[src/rtl/vram_scanout_pkg.sv]
// Shared constants and types for the VRAM scan-out block.
// Holds the default raster timing, the VRAM geometry, the pixels-per-word
// constant and the word-address helper used by the fetch scheduler.
package vram_scanout_pkg;

  // VRAM geometry, shared with the VRAM itself
  localparam int ADDR_W          = 10;
  localparam int WORD_W          = 16;
  localparam int VRAM_BASE       = 0;
  localparam int VRAM_WORDS      = 1024;
  localparam int PIXELS_PER_WORD = 16;

  // Default 128x128 raster timing (pixels / lines)
  localparam int H_ACTIVE_DEF = 128;
  localparam int H_FP_DEF     = 8;
  localparam int H_SYNC_DEF   = 16;
  localparam int H_BP_DEF     = 8;
  localparam int V_ACTIVE_DEF = 128;
  localparam int V_FP_DEF     = 2;
  localparam int V_SYNC_DEF   = 4;
  localparam int V_BP_DEF     = 10;

  // Registered video control bits that travel together down the pipeline
  typedef struct packed {
    logic blank;
    logic hsyncN;
    logic vsyncN;
  } videoCtrl_t;

  localparam videoCtrl_t VIDEO_IDLE = '{blank: 1'b1, hsyncN: 1'b1, vsyncN: 1'b1};

  // Word address of column group 'group' on raster line 'line'
  function automatic logic [ADDR_W-1:0] wordAddr(input logic [ADDR_W-1:0] line,
                                                 input logic [ADDR_W-1:0] group,
                                                 input int wordsPerLine);
    return line * ADDR_W'(wordsPerLine) + group;
  endfunction

endpackage

[src/rtl/vram_scanout_if.sv]
// Scan read port between the VRAM and the scan-out engine.
// The scan-out engine is the master: it issues a one-cycle read strobe with
// a word address and expects the data on the following cycle.
interface vram_scanout_if;
  import vram_scanout_pkg::*;

  logic              vram_rd_en;
  logic [ADDR_W-1:0] vram_addr;
  logic [WORD_W-1:0] vram_data;

  modport master (output vram_rd_en, output vram_addr, input vram_data);
  modport slave  (input vram_rd_en, input vram_addr, output vram_data);

endinterface

[src/rtl/vram_scanout_scan_counter.sv]
// Module scan_counter: mod-N counter with enable, synchronous clear and a
// terminal-count pulse. Used for both the pixel and the line counter.
module scan_counter #(
  parameter int N = 160,
  parameter int W = $clog2(N)
) (
  input  logic         clock,
  input  logic         reset,
  input  logic         en_i,
  input  logic         clr_i,
  output logic [W-1:0] count_o,
  output logic         tc_o
);

  localparam logic [W-1:0] LAST = W'(N - 1);

  logic [W-1:0] count_q;
  logic [W-1:0] count_d;

  // Next count: clear wins, otherwise advance and wrap at N-1
  always_comb begin
    count_d = count_q;
    if (clr_i) begin
      count_d = '0;
    end else if (en_i) begin
      count_d = (count_q == LAST) ? '0 : count_q + 1'b1;
    end
  end

  // Counter register with asynchronous active-low reset
  always_ff @(posedge clock or negedge reset) begin
    if (!reset) begin
      count_q <= '0;
    end else begin
      count_q <= count_d;
    end
  end

  assign count_o = count_q;
  assign tc_o    = en_i && !clr_i && (count_q == LAST);

endmodule

[src/rtl/vram_scanout.sv]
// vram_scanout: walks a monochrome raster, fetches 16-bit words from the
// VRAM scan port and serialises them MSB-first with hsync/vsync/blank.
// Optional feature macro: VRAM_SCANOUT_FRAME_PULSE_EN adds a one-clock
// frame_pulse output at the start of vertical blank.
module vram_scanout
  import vram_scanout_pkg::*;
#(
  parameter int H_ACTIVE = H_ACTIVE_DEF,
  parameter int H_FP     = H_FP_DEF,
  parameter int H_SYNC   = H_SYNC_DEF,
  parameter int H_BP     = H_BP_DEF,
  parameter int V_ACTIVE = V_ACTIVE_DEF,
  parameter int V_FP     = V_FP_DEF,
  parameter int V_SYNC   = V_SYNC_DEF,
  parameter int V_BP     = V_BP_DEF
) (
  input  logic           clock,
  input  logic           reset,
  input  logic           scan_en,
  vram_scanout_if.master vram,
  output logic           pixel,
  output logic           blank,
  output logic           hsync_n,
  output logic           vsync_n
`ifdef VRAM_SCANOUT_FRAME_PULSE_EN
  ,
  output logic           frame_pulse
`endif
);

  localparam int H_TOTAL        = H_ACTIVE + H_FP + H_SYNC + H_BP;
  localparam int V_TOTAL        = V_ACTIVE + V_FP + V_SYNC + V_BP;
  localparam int HW             = $clog2(H_TOTAL);
  localparam int VW             = $clog2(V_TOTAL);
  localparam int GROUP_SHIFT    = $clog2(PIXELS_PER_WORD);
  localparam int WORDS_PER_LINE = H_ACTIVE / PIXELS_PER_WORD;

  localparam logic [HW-1:0] H_ACTIVE_C      = HW'(H_ACTIVE);
  localparam logic [HW-1:0] H_SYNC_START_C  = HW'(H_ACTIVE + H_FP);
  localparam logic [HW-1:0] H_SYNC_END_C    = HW'(H_ACTIVE + H_FP + H_SYNC);
  localparam logic [HW-1:0] H_FIRST_FETCH_C = HW'(H_TOTAL - 2);
  localparam logic [HW-1:0] H_LATER_LIMIT_C = HW'(H_ACTIVE - PIXELS_PER_WORD);
  localparam logic [VW-1:0] V_ACTIVE_C      = VW'(V_ACTIVE);
  localparam logic [VW-1:0] V_LAST_ACTIVE_C = VW'(V_ACTIVE - 1);
  localparam logic [VW-1:0] V_SYNC_START_C  = VW'(V_ACTIVE + V_FP);
  localparam logic [VW-1:0] V_SYNC_END_C    = VW'(V_ACTIVE + V_FP + V_SYNC);
  localparam logic [VW-1:0] V_LAST_C        = VW'(V_TOTAL - 1);
  localparam logic [GROUP_SHIFT-1:0] FETCH_PHASE_C = GROUP_SHIFT'(PIXELS_PER_WORD - 2);

  logic [HW-1:0] hCount;
  logic [VW-1:0] vCount;
  logic          hWrap;
  logic          frameWrapUnused;

  logic              fetchFirst;
  logic              fetchLater;
  logic              fetch;
  logic [ADDR_W-1:0] nextLine;
  logic [ADDR_W-1:0] fetchAddr;
  logic              active;

  logic              rdEn_q, rdEn_d;
  logic [ADDR_W-1:0] addr_q, addr_d;
  logic              dataValid_q, dataValid_d;
  logic [WORD_W-1:0] shift_q, shift_d;
  videoCtrl_t        ctrl_q, ctrl_d;

  // Pixel counter runs while scanning; dropping scan_en parks it at 0
  scan_counter #(.N(H_TOTAL)) hCounter (
    .clock   (clock),
    .reset   (reset),
    .en_i    (scan_en),
    .clr_i   (!scan_en),
    .count_o (hCount),
    .tc_o    (hWrap)
  );

  // Line counter advances on each pixel-counter wrap; its own end-of-frame
  // pulse has no consumer here
  scan_counter #(.N(V_TOTAL)) vCounter (
    .clock   (clock),
    .reset   (reset),
    .en_i    (hWrap),
    .clr_i   (!scan_en),
    .count_o (vCount),
    .tc_o    (frameWrapUnused)
  );

  // Fetch scheduler: the strobe lands two clocks ahead of the first visible
  // pixel of its word. Group 0 of a line is fetched at the tail of the
  // previous line (line 0 from the last line of the frame), so right after
  // a start or restart the first group of line 0 has no data and shows 0.
  always_comb begin
    fetchFirst = (hCount == H_FIRST_FETCH_C) &&
                 ((vCount == V_LAST_C) || (vCount < V_LAST_ACTIVE_C));
    fetchLater = (vCount < V_ACTIVE_C) && (hCount < H_LATER_LIMIT_C) &&
                 (hCount[GROUP_SHIFT-1:0] == FETCH_PHASE_C);
    fetch      = fetchFirst || fetchLater;
    nextLine   = (vCount == V_LAST_C) ? '0 : ADDR_W'(vCount) + ADDR_W'(1);
    if (fetchFirst) begin
      fetchAddr = wordAddr(nextLine, '0, WORDS_PER_LINE);
    end else begin
      fetchAddr = wordAddr(ADDR_W'(vCount),
                           ADDR_W'(hCount >> GROUP_SHIFT) + ADDR_W'(1),
                           WORDS_PER_LINE);
    end
    active = (hCount < H_ACTIVE_C) && (vCount < V_ACTIVE_C);
  end

  // Next-state for the output pipeline; scan_en low returns everything to idle
  always_comb begin
    rdEn_d      = fetch;
    addr_d      = fetch ? fetchAddr : addr_q;
    dataValid_d = rdEn_q;
    shift_d     = shift_q;
    if (dataValid_q) begin
      shift_d = vram.vram_data;
    end else if (!ctrl_q.blank) begin
      shift_d = {shift_q[WORD_W-2:0], 1'b0};
    end
    ctrl_d.blank  = !active;
    ctrl_d.hsyncN = !((hCount >= H_SYNC_START_C) && (hCount < H_SYNC_END_C));
    ctrl_d.vsyncN = !((vCount >= V_SYNC_START_C) && (vCount < V_SYNC_END_C));
    if (!scan_en) begin
      rdEn_d      = 1'b0;
      addr_d      = '0;
      dataValid_d = 1'b0;
      shift_d     = '0;
      ctrl_d      = VIDEO_IDLE;
    end
  end

  // Pipeline registers; reset drops any read still in flight
  always_ff @(posedge clock or negedge reset) begin
    if (!reset) begin
      rdEn_q      <= 1'b0;
      addr_q      <= '0;
      dataValid_q <= 1'b0;
      shift_q     <= '0;
      ctrl_q      <= VIDEO_IDLE;
    end else begin
      rdEn_q      <= rdEn_d;
      addr_q      <= addr_d;
      dataValid_q <= dataValid_d;
      shift_q     <= shift_d;
      ctrl_q      <= ctrl_d;
    end
  end

  assign vram.vram_rd_en = rdEn_q;
  assign vram.vram_addr  = ADDR_W'(VRAM_BASE) + addr_q;
  assign pixel           = shift_q[WORD_W-1] & ~ctrl_q.blank;
  assign blank           = ctrl_q.blank;
  assign hsync_n         = ctrl_q.hsyncN;
  assign vsync_n         = ctrl_q.vsyncN;

`ifdef VRAM_SCANOUT_FRAME_PULSE_EN
  logic framePulse_q, framePulse_d;

  // Start-of-vertical-blank marker, aligned with the other video outputs
  always_comb begin
    framePulse_d = scan_en && (hCount == '0) && (vCount == V_ACTIVE_C);
  end

  // Frame pulse register
  always_ff @(posedge clock or negedge reset) begin
    if (!reset) begin
      framePulse_q <= 1'b0;
    end else begin
      framePulse_q <= framePulse_d;
    end
  end

  assign frame_pulse = framePulse_q;
`endif

endmodule

[src/flat_wrapper.sv]
// flat-port wrapper written by rule: the top's interface ports become plain ports
module vram_scanout_flat import vram_scanout_pkg::*;
#(
  parameter int H_ACTIVE = H_ACTIVE_DEF,
  parameter int H_FP     = H_FP_DEF,
  parameter int H_SYNC   = H_SYNC_DEF,
  parameter int H_BP     = H_BP_DEF,
  parameter int V_ACTIVE = V_ACTIVE_DEF,
  parameter int V_FP     = V_FP_DEF,
  parameter int V_SYNC   = V_SYNC_DEF,
  parameter int V_BP     = V_BP_DEF
)
  (clock, reset, scan_en, pixel, blank, hsync_n, vsync_n, vram_vram_rd_en, vram_vram_addr, vram_vram_data);
  vram_scanout_if vram_i ();
  input  logic clock;
  input  logic reset;
  input  logic scan_en;
  output logic pixel;
  output logic blank;
  output logic hsync_n;
  output logic vsync_n;
  output wire logic [$bits(vram_i.vram_rd_en)-1:0] vram_vram_rd_en;
  output wire logic [$bits(vram_i.vram_addr)-1:0] vram_vram_addr;
  input wire logic [$bits(vram_i.vram_data)-1:0] vram_vram_data;
  assign vram_vram_rd_en = vram_i.vram_rd_en;
  assign vram_vram_addr = vram_i.vram_addr;
  assign vram_i.vram_data = vram_vram_data;
  vram_scanout #(.H_ACTIVE(H_ACTIVE), .H_FP(H_FP), .H_SYNC(H_SYNC), .H_BP(H_BP), .V_ACTIVE(V_ACTIVE), .V_FP(V_FP), .V_SYNC(V_SYNC), .V_BP(V_BP)) u_core (.clock(clock), .reset(reset), .scan_en(scan_en), .vram(vram_i), .pixel(pixel), .blank(blank), .hsync_n(hsync_n), .vsync_n(vsync_n));
endmodule
[config.mk]
export PLATFORM = sky130hd
export DESIGN_NAME = vram_scanout_flat
export DESIGN_NICKNAME = d
export VERILOG_FILES = /design/src/rtl/vram_scanout_pkg.sv /design/src/rtl/vram_scanout_if.sv /design/src/rtl/vram_scanout_scan_counter.sv /design/src/rtl/vram_scanout.sv /design/src/flat_wrapper.sv
export SDC_FILE = /design/constraint.sdc
export NUM_CORES = 1
export LEC_CHECK = 0
export CORE_AREA = 4 4 79 81
export DETAILED_ROUTE_END_ITERATION = 6
export DIE_AREA = 0 0 83 85
export HOLD_SLACK_MARGIN = 0.02
export PLACE_DENSITY_LB_ADDON = 0.1
export SLEW_MARGIN = 10
export SYNTH_ARGS = -nofsm -noshare
export SYNTH_HDL_FRONTEND = slang
export SYNTH_SLANG_ARGS = --single-unit
[constraint.sdc]
create_clock -name clock -period 3.8 [get_ports clock]
set_input_delay 0.76 -clock clock [delete_from_list [all_inputs] [get_ports clock]]
set_output_delay 0.76 -clock clock [all_outputs]
set_load 0.1 [all_outputs]
# Word level (Yosys, flattened, before mapping)
# Cells that the tools add are included.
# totals
word_cells,58
ff_bits,47
input_bits,19
# op_classes
n_reduce_logical,12
bitwise,2
add_sub_neg,5
muxes,15
eq_ne,7
magnitude_cmp,8
# op_table
cell,n
$mux W16,3
$mux W8,5
$lt A8 B8 Y1 const B,4
$mux W10,3
$eq A8 B8 Y1 const B,3
$add A8 B1 Y8 const B,2
$ge A8 B8 Y1 const B,2
$lt A8 B7 Y1 const B,2
$add A10 B10 Y10,1
$add A7 B1 Y7 const B,1
$logic_and A1 B1 Y1,7
$mux W7,1
$add A4 B1 Y5 const B,1
$eq A4 B4 Y1 const B,1
$ne A2 B1 Y1 const B,2
$logic_not A1 Y1,3
$mux W3,1
$ne A3 B2 Y1 const B,1
$logic_or A1 B1 Y1,2
$mux W1,2
$and A1 B1 Y1,1
$not A1 Y1,1

# Depth between registers and ports, before layout
# Gate-level depths: netlist of the first run.
# logic_depth
depth_word,6
ltp_mapped,10
ltp_nobuf,9

# Cells and area by module
# A second synthesis of the first run with hierarchy kept.
# unflattened
cells_unflattened,309
area_unflattened_um2,2894.0
# modules_own_cells
mod,cells_each,area_per_inst_um2,n_inst
vram_scanout,213,1970.6,1
scan_counter (u_core.hCounter),47,476.7,1
scan_counter (u_core.vCounter),49,446.7,1

# Worst setup path before layout of the first run
# OpenSTA, ideal clock, no wires.
# synth_timing
path_type,reg-to-output
start,register u_core.ctrl_q (netlist bit u_core.blank)
end,output port pixel
path_slack_ns,0.617
required_ns,3.040
path_stages_with_launch,4
arrival_time_ns,2.423
n_path_buf,2
path_cell_list,dfstp_2 clkbuf_1 buf_2 nor2b_1
# synth_via
elab_chain_len,2
# synth_rtl
element,line,text
"start, declared",vram_scanout.sv:66,"videoCtrl_t ctrl_q, ctrl_d;"
"start signal, assigned",vram_scanout.sv:146,ctrl_q <= ctrl_d;
$not A1 Y1,vram_scanout.sv:152,assign pixel = shift_q[WORD_W-1] & ~ctrl_q.blank;
$and A1 B1 Y1,vram_scanout.sv:152,
"end, declared",flat_wrapper.sv:18,output logic pixel;
# No other way between the ends.

# Worst setup path in the final report of the first run
# Same ends and word-level chain as after synthesis.

==> metrics, run 1 <==
total power draw 0.000931 W; Compound-Gate Fraction of Synth Area 9.51%; drt total wl 5.11 mm; drc violations 0; post-synthesis simple-gate area fraction 20.0%; data arrival time of the critical path 2210 ps; core area 0.00547 mm2; most common cell after layout, fill and taps aside nor2_1; share of layout cells above drive strength 1 5.67%; Max-Cap Viols 0; Hold-fix buffers, CTS 0; CP Cell Sequence nor2b_1, clkdlybuf4s50_1; PD cells 309 mW/mm2; Nets 328; Final Util 55.1%; clk_lat worst skew 300 ps; Setup violations, final 0; initial antenna violation count 0; total negative slack 0 ps; Total GRT Usage 15.3%; largest net degree at the start of global routing 48; final clock skew 11.4 ps; Req. time, crit path 3040 ps; Slew @ Worst Pin 1020 ps; post-DP HPWL 3.49 mm; via count 1940; gpl congestion 0.859; number of nets with antenna violations after routing 0; # fillers 510; largest family of logic cells by synthesized area simple AND/OR/NAND/NOR gates; Worst-path clk slew 90 ps; DR iter-0 viols 51; clock root cell clkbuf_8; Post-Syn Instances 275; Clock Path Buffers 2; Rows 27; final hold slack 503 ps; Rel. slew slack 32.2%; # IOs 34; Overflow after GRT 0; CTS Buf Count 5; CTS tree done; Adder-Cell Fraction of Synth Area 5.17%; synthesis-to-finish area growth 17.5%; Synth Area in XOR/XNOR 7.17%; clk sink count 47; post-synthesis register bit count 47; Seq/Total Area, Yosys 46.0%; Worst Setup End Kind primary output; synthesized cell area 0.00257 mm2; outcome finished, final reports clean; Lkg Pwr 1.37 nW; final slew viol count 0; Final period util 78.3%; Max stage delay on crit path 980 ps; Final min period 2970 ps; cts repair resizes 0; Die Height 85 um; Initial Util 46.9%; Netlist cell types 40; Max Clock Freq 336 MHz; Critical-path top delay cell clkdlybuf4s50_1; Via density 5.22; commonest cells after routing, fill and taps aside 62 x nor2_1, 44 x dfrtp_1, 31 x clkdlybuf4s50_1; Worst Hold Class flip-flop to flip-flop; first-pass iteration count of the detailed router 4; design area 0.00302 mm2; dpl cell area 0.00290 mm2; RSZ-0062 raised after global routing false; syn nets 304; vias in the first global route 1950; yosys warns 0; Avg Inst Size Synth 9.33 um2; Die ar. 0.00706 mm2; DR WL/cell 13.7 um; kind of critical path flip-flop to primary output; die width 83 um; H-tree lvl count 2; Final Hold Violating Endpoints 0; first-pass GRT wire length 8.96 mm; startpoint type of the worst setup path flip-flop; post-synthesis mux area share 7.85%; setup bufs post-CTS 0; ANT cells 0; VDD IR max 0.000160 V; crit path max fanout 18; input/output buffers 33
cells in the mapped netlist:
cell type	instances	share of area [%]
o31ai_1	1	0.29
o21ai_1	1	0.19
a211oi_1	1	0.29
dfstp_2	3	3.1
o21ai_0	2	0.39
o22ai_2	1	0.49
buf_6	1	0.44
and2_0	1	0.24
nand3_1	11	2.1
fa_1	1	0.78
o32ai_1	3	1.0
ha_1	9	4.4
nand2b_1	1	0.24
nor3_1	4	0.78
a31oi_1	1	0.24
xnor2_1	13	4.4
and4_1	1	0.34
nand2_1	15	2.2
or4b_1	1	0.39
nor4b_1	1	0.34
buf_2	4	0.78
a211o_1	1	0.34
and3_1	2	0.49
o211ai_1	3	0.88
mux2i_1	19	7.4
a311oi_1	2	0.68
nand4_1	3	0.73
inv_1	5	0.73
or3_1	2	0.49
nor2b_1	5	1.2
dfrtp_1	44	43
nor2_1	62	9.1
xor2_1	8	2.7
or4_1	1	0.29
clkbuf_1	10	1.5
a21oi_1	24	4.7
buf_4	3	0.88
nand4b_1	1	0.34
mux2_2	1	0.44
and2_1	3	0.73
flip-flops by register name, summed over array words and instances (netlist names), 8 cells and up:
| signal | count |
|---|---|
| u_core.shift_q | 16 |
| u_core.addr_q | 10 |
| u_core.hCounter.count_o | 8 |
| u_core.vCounter.count_o | 8 |
stage by stage:
stage          cells  worst slack, ps
2_1_floorplan    275              617
3_3_place_gp     364             1150
3_5_place_dp     364             1150
4_1_cts          372              805
5_1_grt          372              736
6_report         372              825
report_power, final:
group / total [W] / switching (W) / internal (W)
sequential: 0.000511 / 0.00000745 / 0.000503
combinational: 0.0000528 / 0.0000285 / 0.0000243
clock: 0.000367 / 0.000171 / 0.000196
total: 0.000931 / 0.000207 / 0.000724
layer usage:
| metal | global-route usage (%) | share of wire [%] | vias up |
|---|---|---|---|
| met5 | 0 | 0 | - |
| met4 | 4.46 | 1.2 | 0 |
| met3 | 4.37 | 4.8 | 6 |
| met2 | 25.2 | 45 | 38 |
| met1 | 19.6 | 49 | 922 |
| li1 | - | - | 974 |
layout make-up:
| type | instances | area [um2] | area share, % |
|---|---|---|---|
| clock buffer | 5 | 68.8 | 2.28 |
| sequential | 47 | 1180 | 39.1 |
| tap | 72 | 90.1 | 2.99 |
| timing repair buffer | 35 | 338 | 11.2 |
| clock inverter | 3 | 43.8 | 1.45 |
| multi-input combinational | 205 | 1280 | 42.3 |
| inverter | 5 | 18.8 | 0.622 |
critical path: cells and delay by family, from the launching register on:
kind	cells	cell delay [ps]
and+or+nand+nor	1	90
DFF	1	840
buffers and inverters	1	980
cells by family after synthesis:
group           count (synthesis)
simple gates                  114
flops                          47
compound gates                 40
buf+inv                        23
xor+xnor                       21
mux                            20
fa+ha+maj                      10
path summary, 6_finish.rpt:
| kind | from | end | slack (ps) | cells after the start |
|---|---|---|---|---|
| max in group asynchronous | reset | u_core.vCounter.count_o[3]$_DFFE_PN0P_ | 2540 | 1 |
| min in group asynchronous | reset | u_core.hCounter.count_o[0]$_DFF_PN0_ | 630 | 1 |
| worst max-delay path | u_core.blank$_DFF_PN1_ | pixel | 830 | 2 |
| worst min register to register | u_core.vram.vram_rd_en$_DFF_PN0_ | u_core.dataValid_q$_DFF_PN0_ | 500 | 1 |
| worst min-delay path | u_core.vram.vram_rd_en$_DFF_PN0_ | u_core.dataValid_q$_DFF_PN0_ | 500 | 1 |
| worst max register to register | u_core.vCounter.count_o[1]$_DFFE_PN0P_ | u_core.addr_q[6]$_DFFE_PN0P_ | 1550 | 6 |
(Power assumes the default switching activity.)
==> run 2: changes to the inputs <==
==> constraint.sdc (replaced) <==
create_clock -name clock -period 2.9 [get_ports clock]
set_input_delay 0.58 -clock clock [delete_from_list [all_inputs] [get_ports clock]]
set_output_delay 0.58 -clock clock [all_outputs]
set_load 0.1 [all_outputs]
==> metrics, run 2 (synthesis gave the netlist of run 1 again) <==
Via density 5.14 (-1.3%); Rel. slew slack 40.2% (+8.0 points); Setup violations, final 0 (unchanged); Lkg Pwr 1.38 nW (+1.3%); Reg2Reg Depth 6 (unchanged); Critical-path top delay cell dfrtp_1; Final Hold Violating Endpoints 0 (unchanged); die width 83 um (unchanged); Worst-path clk slew 90 ps (about the same); internal power 0.000887 W (+23%); largest register by flop count u_core.shift_q; Slew @ Worst Pin 897 ps (-120 ps); first-pass iteration count of the detailed router 4 (unchanged); Die Height 85 um (unchanged); cts repair resizes 0 (unchanged); PD cells 388 mW/mm2 (+26%); outcome finished, final reports clean; Total GRT Usage 15.4% (+0.15 points); dpl cell area 0.00288 mm2 (-0.86%); synthesis-to-finish area growth 16.0%; r2r startpoint u_core.vCounter.count_o[0]$_DFFE_PN0P_; share of layout cells above drive strength 1 11.0% (+5.3 points); Nets 329 (+0.30%); setup bufs post-CTS 0 (unchanged); core area 0.00547 mm2 (unchanged); crit path max fanout 14 (-4); RSZ-0062 raised after global routing false; Worst Setup End Kind flip-flop; final slew viol count 0 (unchanged); Final Util 54.4% (-0.71 points); register area 0.00118 mm2 (unchanged); Overflow after GRT 0 (unchanged); ANT cells 0 (unchanged); Req. time, crit path 3130 ps (+90 ps); drc violations 0 (unchanged); DR iter-0 viols 52 (+2.0%); max reg flops 16 (unchanged); DR WL/cell 13.7 um (-0.13%); Reg2Reg Capture Point u_core.addr_q[6]$_DFFE_PN0P_; clock root cell clkbuf_8; Initial Util 46.9% (unchanged); design area 0.00298 mm2 (-1.3%); GRT met1 Usage 20.7% (+1.1 points); Max stage delay on crit path 460 ps (-520 ps); Hold-fix buffers, CTS 0 (unchanged); clk sink count 47 (unchanged); Final min period 2170 ps; CTS Buf Count 5 (unchanged); clock share of power 35.9% (-3.5 points); Die ar. 0.00706 mm2 (unchanged); largest net degree at the start of global routing 33 (-31%); VDD IR max 0.000267 V (+67%); Multi-input gate area 0.00128 mm2 (+0.20%); biggest regs u_core.shift_q: 16 flops, u_core.addr_q: 10 flops; data arrival time of the critical path 2400 ps (+190 ps); met3 usage 4.66% (+0.29 points); post-DP HPWL 3.59 mm (+2.8%); Final WS setup 728 ps (-96.9 ps); GR Util met2 24.3% (-0.95 points); drt total wl 5.12 mm (+0.14%); total negative slack 0 ps (unchanged); sequential share of power 57.9% (+3.0 points); P_sw 0.000268 W (+29%); H-tree lvl count 2 (unchanged); switch share 23.2% (+0.94 points); via count 1919 (-1.1%); number of nets with antenna violations after routing 0 (unchanged); Comb power frac 6.1% (+0.4 points); Max-Cap Viols 0 (unchanged); Worst R2R Setup Slack 730 ps (-820 ps); final hold slack 259 ps (-244 ps); Clock Path Buffers 2 (unchanged); Rows 27 (unchanged); most common cell after layout, fill and taps aside nor2_1; Final period util 74.9%; vias in the first global route 1906 (-2.3%); final clock skew 5.68 ps (-5.69 ps); startpoint type of the worst setup path flip-flop; busiest grt layer met2; # IOs 34 (unchanged); CTS tree done; gpl congestion 0.861 (+0.21%); kind of critical path flip-flop to flip-flop; input/output buffers 33 (unchanged); # fillers 522 (+2.4%); CP Cell Sequence ha_1, nand3_1, o21ai_1, a211o_1, or3_1, o22ai_2; commonest cells after routing, fill and taps aside 62 x nor2_1, 44 x dfrtp_1, 24 x a21oi_1; dpl ws 752 ps (-394 ps); Worst Hold Class input port to async pin; initial antenna violation count 0 (unchanged); Max Clock Freq 460 MHz; clk_lat worst skew 300 ps (about the same); first-pass GRT wire length 8.96 mm (about the same)
run 2: worst max-delay path by stage:
stage	slack, ps	cells after the start	endpoint	from
2_1_floorplan	430	3	pixel	u_core.blank$_DFF_PN1_
3_3_place_gp	810	6	u_core.addr_q[6]$_DFFE_PN0P_	u_core.vCounter.count_o[1]$_DFFE_PN0P_
3_5_place_dp	750	6	u_core.addr_q[6]$_DFFE_PN0P_	u_core.vCounter.count_o[0]$_DFFE_PN0P_
4_1_cts	740	6	u_core.addr_q[6]$_DFFE_PN0P_	u_core.vCounter.count_o[0]$_DFFE_PN0P_
5_1_grt	560	6	u_core.addr_q[7]$_DFFE_PN0P_	u_core.vCounter.count_o[1]$_DFFE_PN0P_
6_report	730	6	u_core.addr_q[6]$_DFFE_PN0P_	u_core.vCounter.count_o[0]$_DFFE_PN0P_
run 2: power by group through the flow:
stage | combinational, W | sequential, W | clock (W)
after floorplan | 0.0000250 | 0.000682 | 0
after global placement | 0.0000731 | 0.000683 | 0
after detailed placement | 0.0000726 | 0.000682 | 0
after CTS | 0.0000730 | 0.000670 | 0.000436
after global routing | 0.0000778 | 0.000671 | 0.000460
final | 0.0000708 | 0.000669 | 0.000415
run 2: stage by stage:
stage | std cells | power [W]
after floorplan | 275 | 0.000707
after global placement | 365 | 0.000756
after detailed placement | 365 | 0.000755
after CTS | 373 | 0.00118
after global routing | 373 | 0.00121
final | 373 | 0.00115
run 2: cell type report:
cell class,instances,share of cell area (%)
well taps,72,3.03
multi-input cells,205,43.0
inverters,5,0.631
clock inverters,2,0.546
clock buffers,6,2.77
flip-flops and latches,47,39.6
repair buffers,36,10.4
run 2: worst max-delay path: cells and delay by family, from the launching register on:
family,cells,cell delay [ps]
compound gates,3,700
simple gates,2,670
fa+ha+maj,1,270
flops,1,460
run 2: routing by layer:
layer	vias to the layer above	wire length, um
met1	888	2450
met5	-	0
li1	979	-
met4	0	59
met3	6	350
met2	46	2250
==> run 3: changes to the inputs <==
==> constraint.sdc (replaced) <==
create_clock -name clock -period 2 [get_ports clock]
set_input_delay 0.4 -clock clock [delete_from_list [all_inputs] [get_ports clock]]
set_output_delay 0.4 -clock clock [all_outputs]
set_load 0.1 [all_outputs]
==> metrics, run 3 (synthesis gave the netlist of run 1 again) <==
setup bufs post-CTS 0 (unchanged); kind of critical path flip-flop to flip-flop; total negative slack 0 ps (unchanged); Total GRT Usage 17.3% (+1.9 points); Overflow after GRT 0 (unchanged); Initial Util 46.9% (unchanged); PD cells 557 mW/mm2 (+44%); outcome finished, final reports clean; r2r startpoint u_core.hCounter.count_o[5]$_DFF_PN0_; commonest cells after routing, fill and taps aside 62 x nor2_1, 44 x dfrtp_1, 34 x buf_4; Setup violations, final 0 (unchanged); Die Height 85 um (unchanged); crit path max fanout 4 (-10); DR WL/cell 14.2 um (+3.7%); largest register by flop count u_core.shift_q; startpoint type of the worst setup path flip-flop; CTS Buf Count 5 (unchanged); Slew @ Worst Pin 579 ps (-317 ps); Final Util 59.1% (+4.8 points); synthesis-to-finish area growth 26.1%; Worst R2R Setup Slack 100 ps (-630 ps); VDD IR max 0.000278 V (+4.1%); first-pass iteration count of the detailed router 4 (unchanged); largest net degree at the start of global routing 33 (unchanged); Non-Filler Instances 394 (+5.6%); # IOs 34 (unchanged); Reg2Reg Depth 8 (+2); CP Cell Sequence nand3_1, xnor2_1, ha_1, fa_2, xor2_1, mux2i_1, mux2_2, nor2_1; Rel. slew slack 61.4% (+21 points); Final min period 1900 ps (-269 ps); cts repair resizes 0 (unchanged); Max-Cap Viols 0 (unchanged); gpl congestion 0.856 (-0.63%); Worst Setup End Kind flip-flop; Req. time, crit path 2240 ps (-890 ps); Final period util 95.1% (+20 points); Critical-path top delay cell dfrtp_1; final slew viol count 0 (unchanged); Reg2Reg Capture Point u_core.addr_q[5]$_DFFE_PN0P_; Hold-fix buffers, CTS 0 (unchanged); ANT cells 0 (unchanged); max reg flops 16 (unchanged); vias in the first global route 2084 (+9.3%); clk_lat worst skew 300 ps (about the same); initial antenna violation count 0 (unchanged); first-pass GRT wire length 9.95 mm (+11%); Worst-path clk slew 90 ps (about the same); number of nets with antenna violations after routing 0 (unchanged); Lkg Pwr 1.53 nW (+10%); final clock skew 5.96 ps (+0.283 ps); Max Clock Freq 526 MHz (+14%); biggest regs u_core.shift_q: 16 flops, u_core.addr_q: 10 flops; Via density 5.15 (+0.20%); input/output buffers 33 (unchanged); CTS tree done; post-DP HPWL 4.07 mm (+13%); Worst Hold Class input port to async pin; clock root cell clkbuf_8; DP Cell Count 386 (+5.8%); Final Hold Violating Endpoints 0 (unchanged); Nets 350 (+6.4%); most common cell after layout, fill and taps aside nor2_1; die width 83 um (unchanged); DR iter-0 viols 81 (+56%); drt total wl 5.61 mm (+9.6%); core area 0.00547 mm2 (unchanged); drc violations 0 (unchanged); H-tree lvl count 2 (unchanged); RSZ-0062 raised after global routing false; share of layout cells above drive strength 1 17.7% (+6.7 points); Final WS setup 97.3 ps (-631 ps); data arrival time of the critical path 2140 ps (-260 ps); via count 2031 (+5.8%); Max stage delay on crit path 400 ps (-60 ps); Rows 27 (unchanged); clk sink count 47 (unchanged); Clock Path Buffers 2 (unchanged); Die ar. 0.00706 mm2 (unchanged); dpl ws 57.6 ps (-694 ps)
run 3: changes by cell type in the layout (fill, tap and decap cells not counted), sizes merged:
cell,previous run,this run
clkinvlp,1,0
bufinv,0,1
buf,19,40
run 3: metal layers:
layer,share of wire [%],up-vias,global-route usage (%)
met5,0,-,0
met4,1.4,0,6.09
met3,3.7,5,4.27
met2,47,36,28.2
met1,48,957,22.5
li1,-,1033,-
run 3: area by class of cell:
| class | instances | area, um2 |
|---|---|---|
| inverter | 5 | 18.8 |
| fill | 493 | 2240 |
| sequential | 47 | 1180 |
| timing repair buffer | 57 | 531 |
| clock buffer | 6 | 82.6 |
| multi-input combinational | 205 | 1300 |
| tap | 72 | 90.1 |
| clock inverter | 2 | 35.0 |
run 3: critical path: cells and delay by family, from the launching register on:
family	cells	cell delay [ps]
adders and majority gates	2	570
DFF	1	400
muxes	2	350
xor gates and xnor gates	2	330
and+or+nand+nor	2	190
run 3: worst max path at each step:
stage	startpoint	to	slack, ps	depth (start not counted)
6_report	u_core.hCounter.count_o[5]$_DFF_PN0_	u_core.addr_q[5]$_DFFE_PN0P_	100	8
5_1_grt	u_core.hCounter.count_o[5]$_DFF_PN0_	u_core.addr_q[5]$_DFFE_PN0P_	10	8
4_1_cts	u_core.hCounter.count_o[4]$_DFF_PN0_	u_core.addr_q[5]$_DFFE_PN0P_	40	7
3_5_place_dp	u_core.hCounter.count_o[4]$_DFF_PN0_	u_core.addr_q[7]$_DFFE_PN0P_	60	7
3_3_place_gp	u_core.hCounter.count_o[4]$_DFF_PN0_	u_core.addr_q[5]$_DFFE_PN0P_	140	7
2_1_floorplan	u_core.hCounter.count_o[4]$_DFF_PN0_	u_core.addr_q[5]$_DFFE_PN0P_	60	7
run 3: stage by stage:
step	total power, W	instance area (um2)	hold slack [ps]
after floorplan	0.00103	2580	104
after global placement	0.00110	3110	428
after detailed placement	0.00110	3110	437
after CTS	0.00184	3220	98.7
after global routing	0.00189	3240	116
final	0.00180	3240	90.2
run 3: report_power, final:
group | switching, W | total (W) | internal, W
Clock | 0.000316 | 0.000720 | 0.000405
Combinational | 0.0000567 | 0.000111 | 0.0000540
Sequential | 0.0000152 | 0.000972 | 0.000957
